`config.mk`:
```
export PLATFORM = sky130hd
export DESIGN_NAME = sm_approx_mult_seq
export DESIGN_NICKNAME = d
export VERILOG_FILES = /design/src/rtl/approx_mult_pkg.sv /design/src/rtl/approx_acc_adder.sv /design/src/rtl/sm_approx_mult_seq.sv
export SDC_FILE = /design/constraint.sdc
export NUM_CORES = 1
export LEC_CHECK = 0
export ABC_AREA = 1
export CAP_MARGIN = 20
export CORE_ASPECT_RATIO = 0.6
export CORE_UTILIZATION = 64
export DETAILED_ROUTE_END_ITERATION = 8
export PLACE_DENSITY_LB_ADDON = 0.05
export SYNTH_ARGS = -nofsm -noshare
export SYNTH_HDL_FRONTEND = slang
export SYNTH_SLANG_ARGS = --single-unit
```
`constraint.sdc`:
```
create_clock -name Clk -period 4.1 [get_ports Clk]
set_clock_uncertainty 0.05 [all_clocks]
set_input_delay 0.82 -clock Clk [delete_from_list [all_inputs] [get_ports Clk]]
set_output_delay 0.82 -clock Clk [all_outputs]
set_load 0.01 [all_outputs]
```
`src/rtl/approx_mult_pkg.sv`:
```
// Shared types and helpers for the sign-magnitude approximate multipliers.
package approx_mult_pkg;

    // Upper bounds for the helper functions; callers slice the low bits they need.
    localparam int unsigned MAX_W  = 64;
    localparam int unsigned MAX_W2 = 2 * MAX_W;

    typedef enum logic [1:0] {
        IDLE,
        MUL,
        FIN,
        DONE
    } state_t;

    // Top min(rec, width2) bits set within a width2-bit word (rest of MAX_W2 is zero).
    function automatic logic [MAX_W2-1:0] rec_mask(input int unsigned width2,
                                                   input int unsigned rec);
        logic [MAX_W2-1:0] m;
        int unsigned       r;
        r = (rec > width2) ? width2 : rec;
        m = '0;
        for (int unsigned k = 0; k < MAX_W2; k++) begin
            if ((k < width2) && (k + r >= width2)) begin
                m[k] = 1'b1;
            end
        end
        return m;
    endfunction

    // Returns {sign, magnitude}; the magnitude occupies the low 'width' bits.
    // The most negative value maps to 2^(width-1), which still fits in 'width' bits.
    function automatic logic [MAX_W:0] abs_sm(input logic [MAX_W-1:0] value,
                                              input int unsigned       width,
                                              input logic              is_signed);
        logic [MAX_W-1:0] keep;
        logic [MAX_W-1:0] v;
        logic [MAX_W-1:0] mag;
        logic             s;
        keep = '0;
        for (int unsigned k = 0; k < MAX_W; k++) begin
            if (k < width) begin
                keep[k] = 1'b1;
            end
        end
        v = value & keep;
        s = 1'b0;
        for (int unsigned k = 0; k < MAX_W; k++) begin
            if (k + 1 == width) begin
                s = is_signed & v[k];
            end
        end
        mag = s ? ((-v) & keep) : v;
        return {s, mag};
    endfunction

endpackage

```
`src/rtl/approx_acc_adder.sv`:
```
// OR-based approximate accumulator step: carries are restored only where mask is set.
module approx_acc_adder #(
    parameter int unsigned W2 = 32
) (
    input  logic [W2-1:0] acc,
    input  logic [W2-1:0] pp,
    input  logic [W2-1:0] mask,
    output logic [W2-1:0] sum
);

    // (a|b) + (a&b) == a+b, so masking the AND term limits where the error is recovered.
    assign sum = (acc | pp) + ((acc & pp) & mask);

endmodule

```
`src/rtl/sm_approx_mult_seq.sv`:
```
// Sequential sign-magnitude shift-add multiplier with configurable error recovery.
module sm_approx_mult_seq
    import approx_mult_pkg::*;
#(
    parameter int unsigned WIDTH = 16,
    parameter int unsigned REC_W = $clog2(2 * WIDTH + 1)
) (
    input  logic               Clk,
    input  logic               Rst,
    input  logic               in_valid,
    output logic               in_ready,
    input  logic [WIDTH-1:0]   x,
    input  logic [WIDTH-1:0]   y,
    input  logic               sgn,
    input  logic [REC_W-1:0]   rec_bits,
    output logic               out_valid,
    input  logic               out_ready,
    output logic [2*WIDTH-1:0] p
);

    localparam int unsigned W2    = 2 * WIDTH;
    localparam int unsigned CNT_W = $clog2(WIDTH);

    state_t             r_state;
    logic               r_in_ready;
    logic               r_out_valid;
    logic [WIDTH-1:0]   r_ma;
    logic [WIDTH-1:0]   r_mb;
    logic               r_sa;
    logic               r_sb;
    logic [W2-1:0]      r_acc;
    logic [W2-1:0]      r_mask;
    logic [W2-1:0]      r_p;
    logic [CNT_W-1:0]   r_cnt;

    logic [MAX_W:0]     w_x_abs;
    logic [MAX_W:0]     w_y_abs;
    logic [MAX_W2-1:0]  w_mask_full;
    logic [W2-1:0]      w_pp;
    logic [W2-1:0]      w_sum;
    logic               w_last;
    logic               w_unused_bits;

    // Operand conversion and mask generation evaluated on the live inputs at accept time.
    always_comb begin
        w_x_abs     = abs_sm(MAX_W'(x), WIDTH, sgn);
        w_y_abs     = abs_sm(MAX_W'(y), WIDTH, sgn);
        w_mask_full = rec_mask(W2, 32'(rec_bits));
        w_pp        = r_mb[r_cnt] ? (W2'(r_ma) << r_cnt) : '0;
        w_last      = (r_cnt == CNT_W'(WIDTH - 1));
    end

    assign w_unused_bits = ^{w_x_abs[MAX_W-1:WIDTH], w_y_abs[MAX_W-1:WIDTH],
                             w_mask_full[MAX_W2-1:W2]};

    approx_acc_adder #(
        .W2 (W2)
    ) u_adder (
        .acc  (r_acc),
        .pp   (w_pp),
        .mask (r_mask),
        .sum  (w_sum)
    );

    // Control FSM and datapath; handshake outputs are registered alongside the state.
    always_ff @(posedge Clk) begin
        if (Rst) begin
            r_state     <= IDLE;
            r_in_ready  <= 1'b1;
            r_out_valid <= 1'b0;
            r_ma        <= '0;
            r_mb        <= '0;
            r_sa        <= 1'b0;
            r_sb        <= 1'b0;
            r_acc       <= '0;
            r_mask      <= '0;
            r_p         <= '0;
            r_cnt       <= '0;
        end else begin
            unique case (r_state)
                IDLE: begin
                    if (in_valid) begin
                        r_ma       <= w_x_abs[WIDTH-1:0];
                        r_mb       <= w_y_abs[WIDTH-1:0];
                        r_sa       <= w_x_abs[MAX_W];
                        r_sb       <= w_y_abs[MAX_W];
                        r_mask     <= w_mask_full[W2-1:0];
                        r_acc      <= '0;
                        r_cnt      <= '0;
                        r_in_ready <= 1'b0;
                        r_state    <= MUL;
                    end
                end
                MUL: begin
                    r_acc <= w_sum;
                    r_cnt <= r_cnt + CNT_W'(1);
                    if (w_last) begin
                        r_state <= FIN;
                    end
                end
                FIN: begin
                    // Negating a zero magnitude yields zero, so no negative zero can appear.
                    r_p         <= (r_sa ^ r_sb) ? -r_acc : r_acc;
                    r_out_valid <= 1'b1;
                    r_state     <= DONE;
                end
                DONE: begin
                    if (out_ready) begin
                        r_out_valid <= 1'b0;
                        r_in_ready  <= 1'b1;
                        r_state     <= IDLE;
                    end
                end
                default: begin
                    r_state     <= IDLE;
                    r_in_ready  <= 1'b1;
                    r_out_valid <= 1'b0;
                end
            endcase
        end
    end

    assign in_ready  = r_in_ready;
    assign out_valid = r_out_valid;
    assign p         = r_p;

endmodule
```
==> summary.md <==
| Metric | Value |
|---|---|
| Clk_lat worst skew | 0.45 ns |
| Die Area | 0.0173 mm^2 |
| Initial Utilization | 65.9% |
| Via Count | 12.6k |
| CP Data Arrival Time | 4.15 ns |
| Synth Flop Type | dfxtp_1 |
| Layout cell share with drive strength beyond 1 | 5.33% |
| Endpoint class of the critical path | flop |
| Fin. max-slew vios | 0 |
| IO buf count | between 70 and 80 |
| Initial antenna violation count | 0 |
| # rows | 36 |
| Vias in the first global route | 10.9k |
| Yosys reg bits | 137 |
| Synth Cell Area | 0.0107 mm^2 |
| Area leader, netlist | dfxtp_1 |
| Final hold violation count | 0 |
| Clock Tree Root | clkbuf_16 |
| Post-DR wirelength/cell | 18.3 um |
| Residual DRC | 2 |
| Worst slew pin tran | 1.05 ns |
| Total core area | 0.0163 mm^2 |
| Largest net degree at the start of global routing | 62 |
| Max VDD drop | ~0.44 mV |
| Lkg Pwr | 6.11 nW |
| Crit path required time | 4.37 ns |
| Layout fillers | 1,404 |
| CTS tree | done |
| Slew headroom | roughly 30% |
| Ports | 77 |
| Final ANT Viol Nets | 0 |
| Die Width | 169 um |
| CP max FO | 24 |
| HPWL Detailed | 29.4 mm |
| Post-synth EDFFs | 0 |
| Asr flop ratio synth | 0% |
| Synth top area share | 25.5% |
| Hold-fix buffers, CTS | 0 |
| Clk sinks | about 140 |
| Hold WC Path Type | reg -> reg |
| Routed WL | roughly 39 mm |
| Leading post-synthesis cells by cell area | dfxtp_1 26%, nand2_1 20%, inv_1 9.4% |
| Worst Hold Path Cells | 2 |
| Critical Path Start Type | flop |
| All-layer global routing usage | between 40% and 50% |
| Die height | 102 um |
| Syn. warnings | 0 |
| Max-cap viol count | 0 |
| Vias per cell | roughly 6 |
| Remaining Overflow, GRT | 0 |
| Register area | 0.00274 mm^2 |
| Sequential fraction of the synthesis area | around 26% |
| CTS buffer count | 17 |
| Run status | finished, violations left |
| Antenna cells | 0 |
| PwrDens | 501 mW/mm^2 |
| R2r worst-path depth | 21 |
| Setup violators final | 0 |
| Post-CTS Setup Bufs | 0 |
| Synth-to-layout area growth | 13.7% |
| Min Tclk post-route | 3.89 ns |
| RSZ-0062 raised after global routing | false |
| Pre-antenna DRT Iters | 9 |
| NumNets Final | approximately 2k |
| Fin crit share | 94.8% |
| Iter 0 DRT Violations | 2,263 |
| Post-cts sizing count | 0 |
| H-Tree Depth | 4 |
| Fmax | 257 MHz |
| Clk pin slew, worst setup/hold paths | 0.08 ns |
| Syn Inst Count | 1,836 |
| CTS max path bufs | 2 |
| Global-route wire length before repair | 59.7 mm |
| Setup tns final | 0 ns |
| WS Path Type | reg -> reg |
| Mean Syn Cell Area | 5.85 um^2 |
| Syn_nets | 1,919 |
| Synth unique cells | 55 |
| Final Total Pwr | around 6.1 mW |
| Multi-input logic area | 0.00663 mm^2 |
| GP Congestion | 1.08 |
| Failing checks | DRC |
cell type report:
cell class,instances,share of cell area [%]
flip-flops and latches,137,22.5
clock buffers,20,3.74
repair buffers,91,7.22
clock inverters,11,1.39
multi-input cells,1359,54.3
inverters,276,8.53
well taps,228,2.34
placed cells by master (no fill, tap or decap), types with 3 or more instances in the layout:
cell             count
nand2_1            565
inv_1              268
nor2_1             211
dfxtp_1            137
a21oi_1            120
nand3_1            118
o21ai_0             81
clkdlybuf4s50_1     75
ha_1                38
xor2_1              28
o21ai_1             27
nor3_1              21
o211ai_1            20
clkbuf_16           17
nand4_1             16
buf_4               14
o21ai_2             12
nor2_2              10
o221ai_1             9
and2_1               7
a31oi_1              7
nand2_2              6
nor3_2               5
xnor2_1              5
or2_2                5
a211oi_1             5
clkinv_1             4
o22ai_1              4
nand3_2              4
or2_1                4
o31ai_1              4
bufinv_16            4
inv_2                3
nand3b_1             3
o21bai_1             3
clkinvlp_4           3
per-stage QoR:
step           cell area (um^2)  setup slack, ns  utilization [%]  hold WS [ns]  instances
5_1_grt                   12200           0.0291             74.9         0.442       2122
4_1_cts                   12200            0.489             74.9         0.418       2122
3_5_place_dp              11600            0.532             71.0         0.409       2091
3_3_place_gp              11600            0.395             71.0         0.405       2091
6_report                  12200            0.215             74.9         0.421       2122
2_1_floorplan             10700             1.42                -         0.395       1836
critical path, cell delays in order, from the launching register on:
cell	delay, ns
dfxtp_1	0.46
buf_4	0.30
nor2_1	0.08
nor2_1	0.08
o21ai_1	0.06
o21ai_1	0.09
nand2_1	0.08
nand2_2	0.19
nand2_2	0.10
nand2_4	0.20
nand2_1	0.11
nor2_1	0.10
ha_1	0.30
nand2_1	0.18
nor2_1	0.23
inv_1	0.06
nor2_1	0.43
nand3_1	0.31
nand3_1	0.17
nand2_1	0.06
nand3_1	0.07
a21oi_1	0.06
state kept, by name, indices dropped and copies added, names as in the netlist, 2 cells and up:
| name | flops |
|---|---|
| p | 32 |
| r_acc | 32 |
| r_cnt | 4 |
| r_ma | 16 |
| r_mask | 31 |
| r_mb | 16 |
| r_state | 2 |
per-layer routing:
metal	track usage (%)	part of all wire (%)
met5	1.36	0.11
met4	14.9	3.2
met3	18.5	18
met2	60.7	36
met1	64.9	43
logic make-up after synthesis:
logic type	share of synthesized area, %
AO/OA/AOI/OAI	16.4
adder cells (fa/ha/maj)	4.73
XOR/XNOR	2.69
AND/OR/NAND/NOR	37.8
multiplexers	0.0932
buffers and inverters	12.7
flip-flops	25.5
Yosys cell counts (6+ instances only):
cell,instances
o21ai_1,27
buf_2,16
nand2_2,6
o21ai_2,12
nand4_1,16
o221ai_1,9
dfxtp_1,137
clkbuf_1,36
o211ai_1,20
o21ai_0,81
nor2_2,10
ha_1,39
nor2_1,211
a21oi_1,120
inv_1,269
nor3_1,21
a31oi_1,7
nand3_1,118
nand2_1,565
xor2_1,28
and2_1,7
power by group:
part | internal (mW) | leakage, nW | switching (mW)
registers | 1.61 | 1.12 | 0.221
logic | 0.843 | 4.69 | 1.73
clock network | 1.05 | 0.298 | 0.661
total | 3.50 | 6.11 | 2.61
worst paths after layout:
| check | start | endpoint | slack [ns] |
|---|---|---|---|
| worst max register to register | r_cnt[0] | r_acc[20] | 0.21 |
| worst min-delay path | r_mb[15] | r_mb[15] | 0.42 |
| worst min register to register | r_mb[15] | r_mb[15] | 0.42 |
| worst max-delay path | r_cnt[0] | r_acc[20] | 0.21 |
No activity file was read; power rests on OpenSTA's default activity.
